File: src/rtl/serial_chain_pkg.sv
// rtl/serial_chain_pkg.sv - shared state encoding and elaboration helpers for serial_chain_driver
package serial_chain_pkg;

  typedef enum logic [1:0] {
    IDLE  = 2'd0,
    LOAD  = 2'd1,
    SHIFT = 2'd2,
    LATCH = 2'd3
  } state_e;

  // Ceiling log2, used to size counters at elaboration time.
  function automatic int clog2(input int value);
    int r;
    r = 0;
    while ((1 << r) < value) r = r + 1;
    return r;
  endfunction

endpackage

File: src/rtl/ser_tick_gen.sv
// rtl/ser_tick_gen.sv - phase tick every HALF clk cycles with synchronous clear
module ser_tick_gen
  import serial_chain_pkg::*;
#(
  parameter int HALF = 1
) (
  input  logic clk,
  input  logic rst_n,
  input  logic clr_i,
  output logic tick_o
);

  localparam int DW = clog2(HALF + 1);
  localparam logic [DW-1:0] LAST = DW'(HALF - 1);

  logic [DW-1:0] div_q;
  logic [DW-1:0] div_d;

  // Count 0..HALF-1 and wrap; a clear restarts the half-period from zero.
  always_comb begin
    div_d = div_q + DW'(1);
    if (clr_i || (div_q == LAST)) begin
      div_d = '0;
    end
  end

  // Divider register.
  always_ff @(posedge clk or negedge rst_n) begin
    if (!rst_n) begin
      div_q <= '0;
    end else begin
      div_q <= div_d;
    end
  end

  assign tick_o = (div_q == LAST);

endmodule

File: src/rtl/serial_chain_driver.sv
// rtl/serial_chain_driver.sv - parallel-to-serial driver for shift-register display chains
module serial_chain_driver
  import serial_chain_pkg::*;
#(
  parameter int WIDTH     = 64,
  parameter int NCH       = 1,
  parameter int HALF      = 1,
  parameter bit MSB_FIRST = 1'b1
) (
  input  logic                 clk,
  input  logic                 rst_n,
  input  logic [NCH*WIDTH-1:0] data,
  input  logic                 refresh,
  output logic                 sclk,
  output logic [NCH-1:0]       sdat,
  output logic                 slat,
  output logic                 sclr_n,
  output logic                 busy,
  output logic                 done
);

  localparam int BW = clog2(WIDTH + 1);
  localparam logic [BW-1:0] LAST_BIT = BW'(WIDTH - 1);

  state_e               state_q, state_d;
  logic [BW-1:0]        bit_q, bit_d;
  logic                 sclk_q, sclk_d;
  logic                 slat_q, slat_d;
  logic                 done_q, done_d;
  logic                 pending_q, pending_d;
  logic                 busy_q;
  logic                 sclr_q;
  logic [NCH*WIDTH-1:0] sent_q;
  logic                 load;
  logic                 adv;
  logic                 tick;
  logic                 trig;

  ser_tick_gen #(
    .HALF (HALF)
  ) u_tick (
    .clk    (clk),
    .rst_n  (rst_n),
    .clr_i  (load),
    .tick_o (tick)
  );

  // During LOAD the captured value is the current data, so only refresh re-arms.
  assign trig = refresh | ((state_q != LOAD) && (data != sent_q));

  // Next-state and registered-output decode; sclk_q doubles as the bit phase.
  always_comb begin
    state_d   = state_q;
    bit_d     = bit_q;
    sclk_d    = sclk_q;
    slat_d    = slat_q;
    done_d    = 1'b0;
    load      = 1'b0;
    adv       = 1'b0;
    pending_d = pending_q | trig;
    case (state_q)
      IDLE: begin
        if (pending_q) begin
          state_d   = LOAD;
          pending_d = 1'b0;
        end
      end
      LOAD: begin
        load    = 1'b1;
        bit_d   = '0;
        sclk_d  = 1'b0;
        slat_d  = 1'b0;
        state_d = SHIFT;
      end
      SHIFT: begin
        if (tick) begin
          if (!sclk_q) begin
            sclk_d = 1'b1;
          end else begin
            sclk_d = 1'b0;
            if (bit_q == LAST_BIT) begin
              state_d = LATCH;
              slat_d  = 1'b1;
            end else begin
              bit_d = bit_q + BW'(1);
              adv   = 1'b1;
            end
          end
        end
      end
      LATCH: begin
        if (tick) begin
          state_d = IDLE;
          slat_d  = 1'b0;
          done_d  = 1'b1;
        end
      end
      default: begin
        state_d = IDLE;
      end
    endcase
  end

  // Control and output registers; pending starts set so a frame follows reset.
  always_ff @(posedge clk or negedge rst_n) begin
    if (!rst_n) begin
      state_q   <= IDLE;
      bit_q     <= '0;
      sclk_q    <= 1'b0;
      slat_q    <= 1'b0;
      done_q    <= 1'b0;
      busy_q    <= 1'b0;
      sclr_q    <= 1'b0;
      pending_q <= 1'b1;
      sent_q    <= '0;
    end else begin
      state_q   <= state_d;
      bit_q     <= bit_d;
      sclk_q    <= sclk_d;
      slat_q    <= slat_d;
      done_q    <= done_d;
      busy_q    <= (state_d != IDLE);
      sclr_q    <= 1'b1;
      pending_q <= pending_d;
      if (load) begin
        sent_q <= data;
      end
    end
  end

  for (genvar c = 0; c < NCH; c++) begin : g_chain
    if (MSB_FIRST) begin : g_msb
      logic [WIDTH-1:0] sr_q;
      // Shift toward the MSB; the top bit is the line being driven.
      always_ff @(posedge clk or negedge rst_n) begin
        if (!rst_n) begin
          sr_q <= '0;
        end else if (load) begin
          sr_q <= data[c*WIDTH +: WIDTH];
        end else if (adv) begin
          sr_q <= {sr_q[WIDTH-2:0], 1'b0};
        end
      end
      assign sdat[c] = sr_q[WIDTH-1];
    end else begin : g_lsb
      logic [WIDTH-1:0] sr_q;
      // Shift toward the LSB; bit 0 is the line being driven.
      always_ff @(posedge clk or negedge rst_n) begin
        if (!rst_n) begin
          sr_q <= '0;
        end else if (load) begin
          sr_q <= data[c*WIDTH +: WIDTH];
        end else if (adv) begin
          sr_q <= {1'b0, sr_q[WIDTH-1:1]};
        end
      end
      assign sdat[c] = sr_q[0];
    end
  end

  assign sclk   = sclk_q;
  assign slat   = slat_q;
  assign sclr_n = sclr_q;
  assign busy   = busy_q;
  assign done   = done_q;

endmodule

File: config.mk
export PLATFORM = sky130hd
export DESIGN_NAME = serial_chain_driver
export DESIGN_NICKNAME = d
export VERILOG_FILES = /design/src/rtl/serial_chain_pkg.sv /design/src/rtl/ser_tick_gen.sv /design/src/rtl/serial_chain_driver.sv
export SDC_FILE = /design/constraint.sdc
export NUM_CORES = 1
export LEC_CHECK = 0
export CELL_PAD_IN_SITES_DETAIL_PLACEMENT = 2
export CELL_PAD_IN_SITES_GLOBAL_PLACEMENT = 2
export CORE_MARGIN = 2
export CORE_UTILIZATION = 39
export CTS_BUF_LIST = sky130_fd_sc_hd__clkbuf_4
export CTS_CLUSTER_DIAMETER = 30
export DETAILED_ROUTE_END_ITERATION = 10
export PLACE_DENSITY_LB_ADDON = 0.1
export SLEW_MARGIN = 20
export SYNTH_ARGS = -nofsm -noshare
export SYNTH_HDL_FRONTEND = slang
export SYNTH_SLANG_ARGS = --single-unit
File: constraint.sdc
create_clock -name clk -period 4 [get_ports clk]
set_input_delay 1 -clock clk [delete_from_list [all_inputs] [get_ports clk]]
set_output_delay 1 -clock clk [all_outputs]
set_load 0.005 [all_outputs]
; Word level (Yosys, flattened, before mapping)
; Index checks and enable logic that the tools add are counted.
[classes]
addsub = 2
eq_ne = 11
mux = 30
bitwise_logic = 3
n_reduce_logical = 10
[ops]
columns = op, n
row1 = $mux W64, 2
row2 = $ne A64 B64 Y1, 1
row3 = $mux W7, 3
row4 = $mux W1, 16
row5 = $pmux W7 S2, 1
row6 = $mux W2, 5
row7 = $ne A2 B2 Y1 const B, 5
row8 = $pmux W2 S4, 1
row9 = $add A7 B1 Y7 const B, 1
row10 = $eq A7 B6 Y1 const B, 1
row11 = $reduce_bool A2 Y1, 3
row12 = $reduce_and A5 Y1, 1
row13 = $eq A2 B2 Y1 const B, 2
row14 = $reduce_and A4 Y1, 1
row15 = $pmux W1 S3, 1
row16 = $reduce_bool A3 Y1, 1
row17 = $eq A2 B1 Y1 const B, 1
row18 = $logic_not A2 Y1, 1
row19 = $ne A2 B1 Y1 const B, 1
row20 = $or A1 B1 Y1, 2
row21 = $pmux W1 S2, 1
row22 = $reduce_and A2 Y1, 1
row23 = $add A1 B1 Y1 const B, 1
row24 = $logic_and A1 B1 Y1, 1
row25 = 2 further kinds, 2
[word_totals]
regBits = 144
inputBits = 67
out_inout_bits = 6
word_cells = 67

; Logic depth before layout (Yosys ltp)
; Gate-level depths: netlist (run 1).
[logic_depth]
word_depth = 7
depth_mapped = 7
ltp_nobuf = 6

; By module
; A second synthesis (run 1) with hierarchy kept.
[unflattened]
hier_cells = 695
area_unflattened_um2 = 6412.4
[by_module_without_submodules]
columns = mod, n_inst, cells_each, area_each_um2, seq_area_each_um2
row1 = serial_chain_driver, 1, 692, 6379.9, 3579.7
row2 = ser_tick_gen, 1, 3, 32.5, 25.0

; Worst setup path after synthesis (run 1)
; Ideal clock, no wire load.
[synth_path]
path_kind = reg-to-reg
startpoint = register bit_q[0]
endpoint = register bit_q[6]
setup_ns = 0.129
arrival_time_ns = 1.839
required_ns = 3.871
slack_ns = 2.032
stages_incl_launch_ff = 7
path_cell_list = dfrtp_1 > ha_1 > nor2b_1 > a2111oi_4 > buf_2 > buf_2 > a31oi_1
[synth_via]
elab_chain_len = 5
elab_cells_between_ends = 8
cone_classes = add/sub (1) / eq/ne (2) / mux (4) / reduce/logical (1)
[synth_lines]
columns = element, line_no
row1 = from (decl), serial_chain_driver.sv:26  ; logic [BW-1:0] bit_q, bit_d;
row2 = from (signal assigned), serial_chain_driver.sv:118  ; bit_q <= bit_d;
row3 = $add A7 B1 Y7, serial_chain_driver.sv:85  ; bit_d = bit_q + BW'(1);
row4 = $mux W7, serial_chain_driver.sv:81  ; if (bit_q == LAST_BIT) begin
row5 = $mux W7, serial_chain_driver.sv:77  ; if (!sclk_q) begin
row6 = $mux W7, serial_chain_driver.sv:76  ; if (tick) begin
row7 = $pmux W7 S2, serial_chain_driver.sv:61  ; case (state_q)
; Several ways; a longest one is shown, not always the timed one. The select of a mux whose other input is x is not followed.
; A chain may end at the register's enable or synchronous reset.

; Worst setup path in the final report (run 1)
[layout_path]
startpoint = register bit_q[0]
endpoint = register bit_q[2]
; Same word-level chain as after synthesis.

==> results of run 1 <==
==> logic make-up after synthesis <==
kind of cell | synth area share [%]
fa+ha+maj | 0.1990
compound gates | 3.204
mux | 0.8159
simple gates | 26.67
buf+inv | 2.189
flops | 57.33
other cells | 0.1194
xor+xnor | 9.473
==> cell usage after synthesis, drive strengths merged <==
| cell type | n |
|---|---|
| nand2 | 318 |
| dfrtp | 143 |
| nand3 | 49 |
| xor2 | 40 |
| xnor2 | 28 |
| clkbuf | 22 |
| a22oi | 13 |
| nand4 | 11 |
| nor2 | 11 |
| nor4 | 10 |
| buf | 9 |
| a21oi | 4 |
| inv | 4 |
| mux2i | 4 |
| o21ai | 4 |
| a31oi | 2 |
| and4 | 2 |
| conb | 2 |
| nand2b | 2 |
| nor2b | 2 |
| nor3 | 2 |
| a2111oi | 1 |
| a22o | 1 |
| and3 | 1 |
| dfstp | 1 |
| ha | 1 |
| mux2 | 1 |
| o22ai | 1 |
| o32ai | 1 |
| or2 | 1 |
==> area by class of cell <==
type	count	area [um2]	share of cell area [%]
Timing Repair Buffer	78	767.0	10.12
Antenna cell	1	2.502	0.03303
Tap cell	216	270.3	3.567
Clock inverter	15	221.5	2.923
Clock buffer	17	127.6	1.685
Sequential cell	144	3605	47.58
Inverter	4	15.01	0.1982
Multi-Input combinational cell	512	2567	33.89
==> placed cells by master (no fill, tap or decap), types with 5 or more instances in the layout <==
cell type / synthesis / routed
bufinv_16: 0 / 6
clkdlybuf4s50_1: 0 / 71
a22oi_1: 13 / 13
clkbuf_4: 0 / 17
buf_4: 0 / 6
xor2_1: 40 / 40
xnor2_1: 28 / 28
nor2_1: 11 / 10
nand4_1: 11 / 11
dfrtp_1: 143 / 143
nand2_1: 318 / 317
nand3_1: 49 / 49
clkinv_1: 0 / 5
nor4_1: 10 / 10
==> sequential cells by signal, indices dropped and copies added, names as in the netlist <==
signal and flops:
done 1, g_chain.g_msb.sr_q 64, u_tick.div_q 1, sclk 1, sent_q 64, slat 1
state_q 2, pending_q 1, sclr_n 1, bit_q 7, busy 1
==> power by group through the flow <==
stage | clock [W] | sequential [W] | combinational, W
4_1_cts | 0.00117 | 0.00196 | 0.000615
3_3_place_gp | 0 | 0.00196 | 0.000563
5_1_grt | 0.00123 | 0.00200 | 0.000684
3_5_place_dp | 0 | 0.00199 | 0.000601
2_1_floorplan | 0 | 0.00192 | 0.000350
6_report | 0.00115 | 0.00196 | 0.000598
==> routing by layer <==
metal  vias to the layer above  GRT usage, %  share of wire, %
met5                         -             0                 0
met4                         0         6.508               1.3
met3                        17         4.438               2.8
met2                        78         39.74                51
met1                      2571         30.75                45
li1                       2349             -                 -
==> metrics by stage <==
stage	setup slack (ps)	instance area, um2	cells	utilization [%]	hold WS (ps)
after floorplan	2032	6287	691	-	438.6
after global placement	1214	7224	954	45.64	452.3
after detailed placement	1200	7224	954	45.64	465.5
after CTS	1322	7574	986	47.85	498.2
after global routing	1142	7576	987	47.87	506.1
final	1352	7576	987	47.87	475.7
==> final timing paths <==
path | startpoint | endpoint
min reg2reg | g_chain[0].g_msb.sr_q[5] | g_chain[0].g_msb.sr_q[5]
max in group asynchronous | rst_n | pending_q
min in group clk | g_chain[0].g_msb.sr_q[5] | g_chain[0].g_msb.sr_q[5]
max reg2reg | bit_q[0] | bit_q[2]
min | rst_n | sent_q[45]
max | bit_q[0] | bit_q[2]
==> flow_summary.yaml, run 1 <==
timing:
  worstMarginPinSlew_ps: 973.1
  drv_slew: 0
  hold_viol: 0
  setup_viol: 0
  fin_crit_sh_pct: 66.20
  min_period_ps: 2648
  tns_ps: 0
  fin_skew_ps: 17.10
  rsz0062_at_grt: "no"
  fmax_ghz: 0.3776
  slew_headroom_pct: 35.13
worst_setup_path:
  crit_family: "buffers and inverters"
  crit_slowest_cell: "buf_4"
  cp_cell_sequence: "ha_1 -> nor2b_1 -> a2111oi_4 -> buf_4 -> nand2_1 -> xor2_1 -> nor2_1"
  ff2ff_setup_slack_ps: 1350
  path_class: "reg -> reg"
  crit_arrival_ps: 3040
  endpoint_kind: "register"
  reg2reg_depth: 7
  cp_num_cells: 7
  crit_buf_inv: 1
  cp_max_fo: 71
  critPathMaxStageDelay_ps: 740
  setup.worst_path.start_class: "register"
  required_ps: 4390
clocking:
  root_buffer: "clkbuf_4"
  cts_tree: "done"
  path_clk_slew_ps: 130
  cts.path.max_buffers: 2
  cts.repair.resized: 0
  cts_inserted_buffers: 17
  cts_sinks: 144
  hold_buffers: 0
  htree_levels: 4
  cts_setup_buffers: 0
  clk_latency_ps: 540
placement:
  io_buffer_count: 72
  dp_hpwl_um: 12700
  gp_congestion: 0.7633
yosys:
  synth_area_leaders: "dfrtp_1, nand2_1, xor2_1"
  syn_nets: 759
  yosys_warnings: 0
  yosysTopAreaCell: "dfrtp_1"
  yosysSeqAreaShare_pct: 57.33
  synth_area_mm2: 0.006287
  synth_area_per_cell_um2: 9.099
  yosys.area.top_type_share_pct: 56.92
  synth_cell_types: 31
  syn_inst: 691
  ys_ff_latch: 144
finish:
  drive_gt1_share_pct: 5.325
  fillers: 1703
  finalNetCount: 825
  area_growth_pct: 20.50
global_routing:
  grt_start_max_net_pins: 86
  grt_pass1_wl_um: 29890
  grt_usage_pct: 23.41
  grt_pass1_vias: 5502
  overflow: 0
  antenna_found_initial: 1
run:
  maxCapViolCount: 0
min_path:
  hold_path_class: "in -> async"
drt:
  vias: 5015
  drt_first_pass_iters: 4
  first_iter_violations: 247
  ant_nets: 0
  wl_per_cell_um: 18.85
  avgViaCountPerCell: 5.081
  drc: 0
  drt-total-wl_um: 18600
pwr:
  p_seq_share_pct: 52.9
  peakVddDrop_mv: 0.2876
  power-per-cell-area_mw_per_mm2: 488.7
  power.share.switching_pct: 29.15
  p_leak_nw: 3.680
  intPower_w: 0.002623
  clkPwrFrac_pct: 30.9
  combPwrFrac_pct: 16.2
  power_w: 0.003703
  p_switching_w: 0.001079
floorplan:
  die_h_um: 131.0
  die_area_mm2: 0.01715
  die_w_um: 131.0
  ios: 73
  coreArea_mm2: 0.01583
  start_util_pct: 39.72
  rows: 46
outcome:
  status: "completed"
(Power assumes the default switching activity.)
==> run 2: changes to the inputs <==
Settings changed: CORE_UTILIZATION 39 to 32.
Clock period 4 ns to 2.4 ns, I/O delays scaled along.
==> flow_summary.yaml, run 2 (synthesized netlist as in run 1, its figures left out) <==
finish:
  multi_input_area_mm2: 0.002562
  drive_gt1_share_pct: 6.786
  finalNetCount: 837
  reg_top3: "g_chain.g_msb.sr_q (64), sent_q (64), bit_q (7)"
  layout_commonest_cell: "nand2_1"
  fillers: 2168
  area_growth_pct: 23.12
  seqCellArea_mm2: 0.003605
  mostFrequentLayoutCells: "nand2_1, dfrtp_1, clkdlybuf4s50_1"
  postLayoutCoreUtil_pct: 39.91
  final_cells: 1046
  antenna_cells: 0
drt:
  avgViaCountPerCell: 4.818
  wl_per_cell_um: 18.52
  first_iter_violations: 145
  ant_nets: 0
  drt-total-wl_um: 19370
  vias: 5040
  drt_first_pass_iters: 6
  drc: 0
global_routing:
  grt_pass1_wl_um: 31240
  antenna_found_initial: 0
  grt_usage_pct: 20.08
  overflow: 0
  grt_pass1_vias: 5709
  grt_start_max_net_pins: 86
timing:
  slew_headroom_pct: 58.73
  worstMarginPinSlew_ps: 617.6
  rsz0062_at_grt: "no"
  hold_viol: 0
  tns_ps: 0
  fin_skew_ps: 24.27
  fin_crit_sh_pct: 92.84
  fmax_ghz: 0.4488
  min_period_ps: 2228
  whs_ps: 482.7
  drv_slew: 0
  setup_viol: 0
placement:
  gp_congestion: 0.7539
  io_buffer_count: 72
  dp_hpwl_um: 13740
  dp.cells: 1014
pwr:
  power_w: 0.006015
  peakVddDrop_mv: 0.3210
  p_leak_nw: 3.720
  power-per-cell-area_mw_per_mm2: 777.1
min_path:
  hold_depth: 2
  hold_start: "g_chain[0].g_msb.sr_q[2]"
  hold_path_class: "reg -> reg"
worst_setup_path:
  crit_arrival_ps: 2650
  path_class: "reg -> reg"
  reg2reg_depth: 7
  startpoint: "bit_q[0]"
  cp_max_fo: 26
  setup.worst_path.start_class: "register"
  required_ps: 2820
  r2r_start: "bit_q[0]"
  endpoint_kind: "register"
run:
  maxCapViolCount: 0
floorplan:
  die_area_mm2: 0.02079
  ios: 73
  rows: 51
  die_h_um: 144.2
  coreArea_mm2: 0.01940
  start_util_pct: 32.41
  die_w_um: 144.2
clocking:
  cts_sinks: 144
  path_clk_slew_ps: 140
  cts.repair.resized: 0
  root_buffer: "clkbuf_4"
  cts_inserted_buffers: 17
  cts.path.max_buffers: 2
  cts_tree: "done"
  clk_latency_ps: 550
  htree_levels: 4
outcome:
  status: "completed"
## run 2: worst max-delay path, cell delays in order (launching register included)
cell       delay, ps
dfrtp_1          450
ha_1             260
nor2b_1          180
a2111oi_4        560
nor2_4           240
buf_12           230
nand2_1           80
nand3_1           80
## run 2: layout make-up
cell class | instances | area share, %
inverters | 4 | 0.1940
clock inverters | 13 | 2.198
flip-flops and latches | 144 | 46.57
multi-input cells | 512 | 33.10
clock buffers | 18 | 1.746
repair buffers | 90 | 11.91
well taps | 265 | 4.283
## run 2: worst paths after layout
path | endpoint | slack [ps]
max | g_chain[0].g_msb.sr_q[29] | 170
min | g_chain[0].g_msb.sr_q[2] | 480
max reg2reg | g_chain[0].g_msb.sr_q[29] | 170
min reg2reg | g_chain[0].g_msb.sr_q[2] | 480
max in group asynchronous | g_chain[0].g_msb.sr_q[62] | 1190
min in group asynchronous | sent_q[43] | 560
## run 2: layer usage
layer,up-vias,routed length [um],global-route usage (%)
li1,2375,-,-
met1,2576,8706,26.12
met2,74,9871,34.91
met3,15,524,3.079
met4,0,268,5.570
met5,-,0,0
## run 2: timing repair
action,in CTS,in global routing
hold buffers,1,0
endpoints found under the hold margin,28,0
buffers inserted,0,0
## run 2: report_power, final
part	internal [W]	total, W	switching (W)
Combinational	0.000456	0.00102	0.000564
Clock	0.000818	0.00173	0.000910
Sequential	0.00293	0.00327	0.000336
Total	0.00420	0.00602	0.00181
## run 2: through the flow
step / worst slack [ps] / area, um2
final: 171.9 / 7741
after global routing: 2.355 / 7741
after CTS: 140.5 / 7741
after detailed placement: 14.04 / 7426
after global placement: -75.40 / 7426
after floorplan: 431.7 / 6287
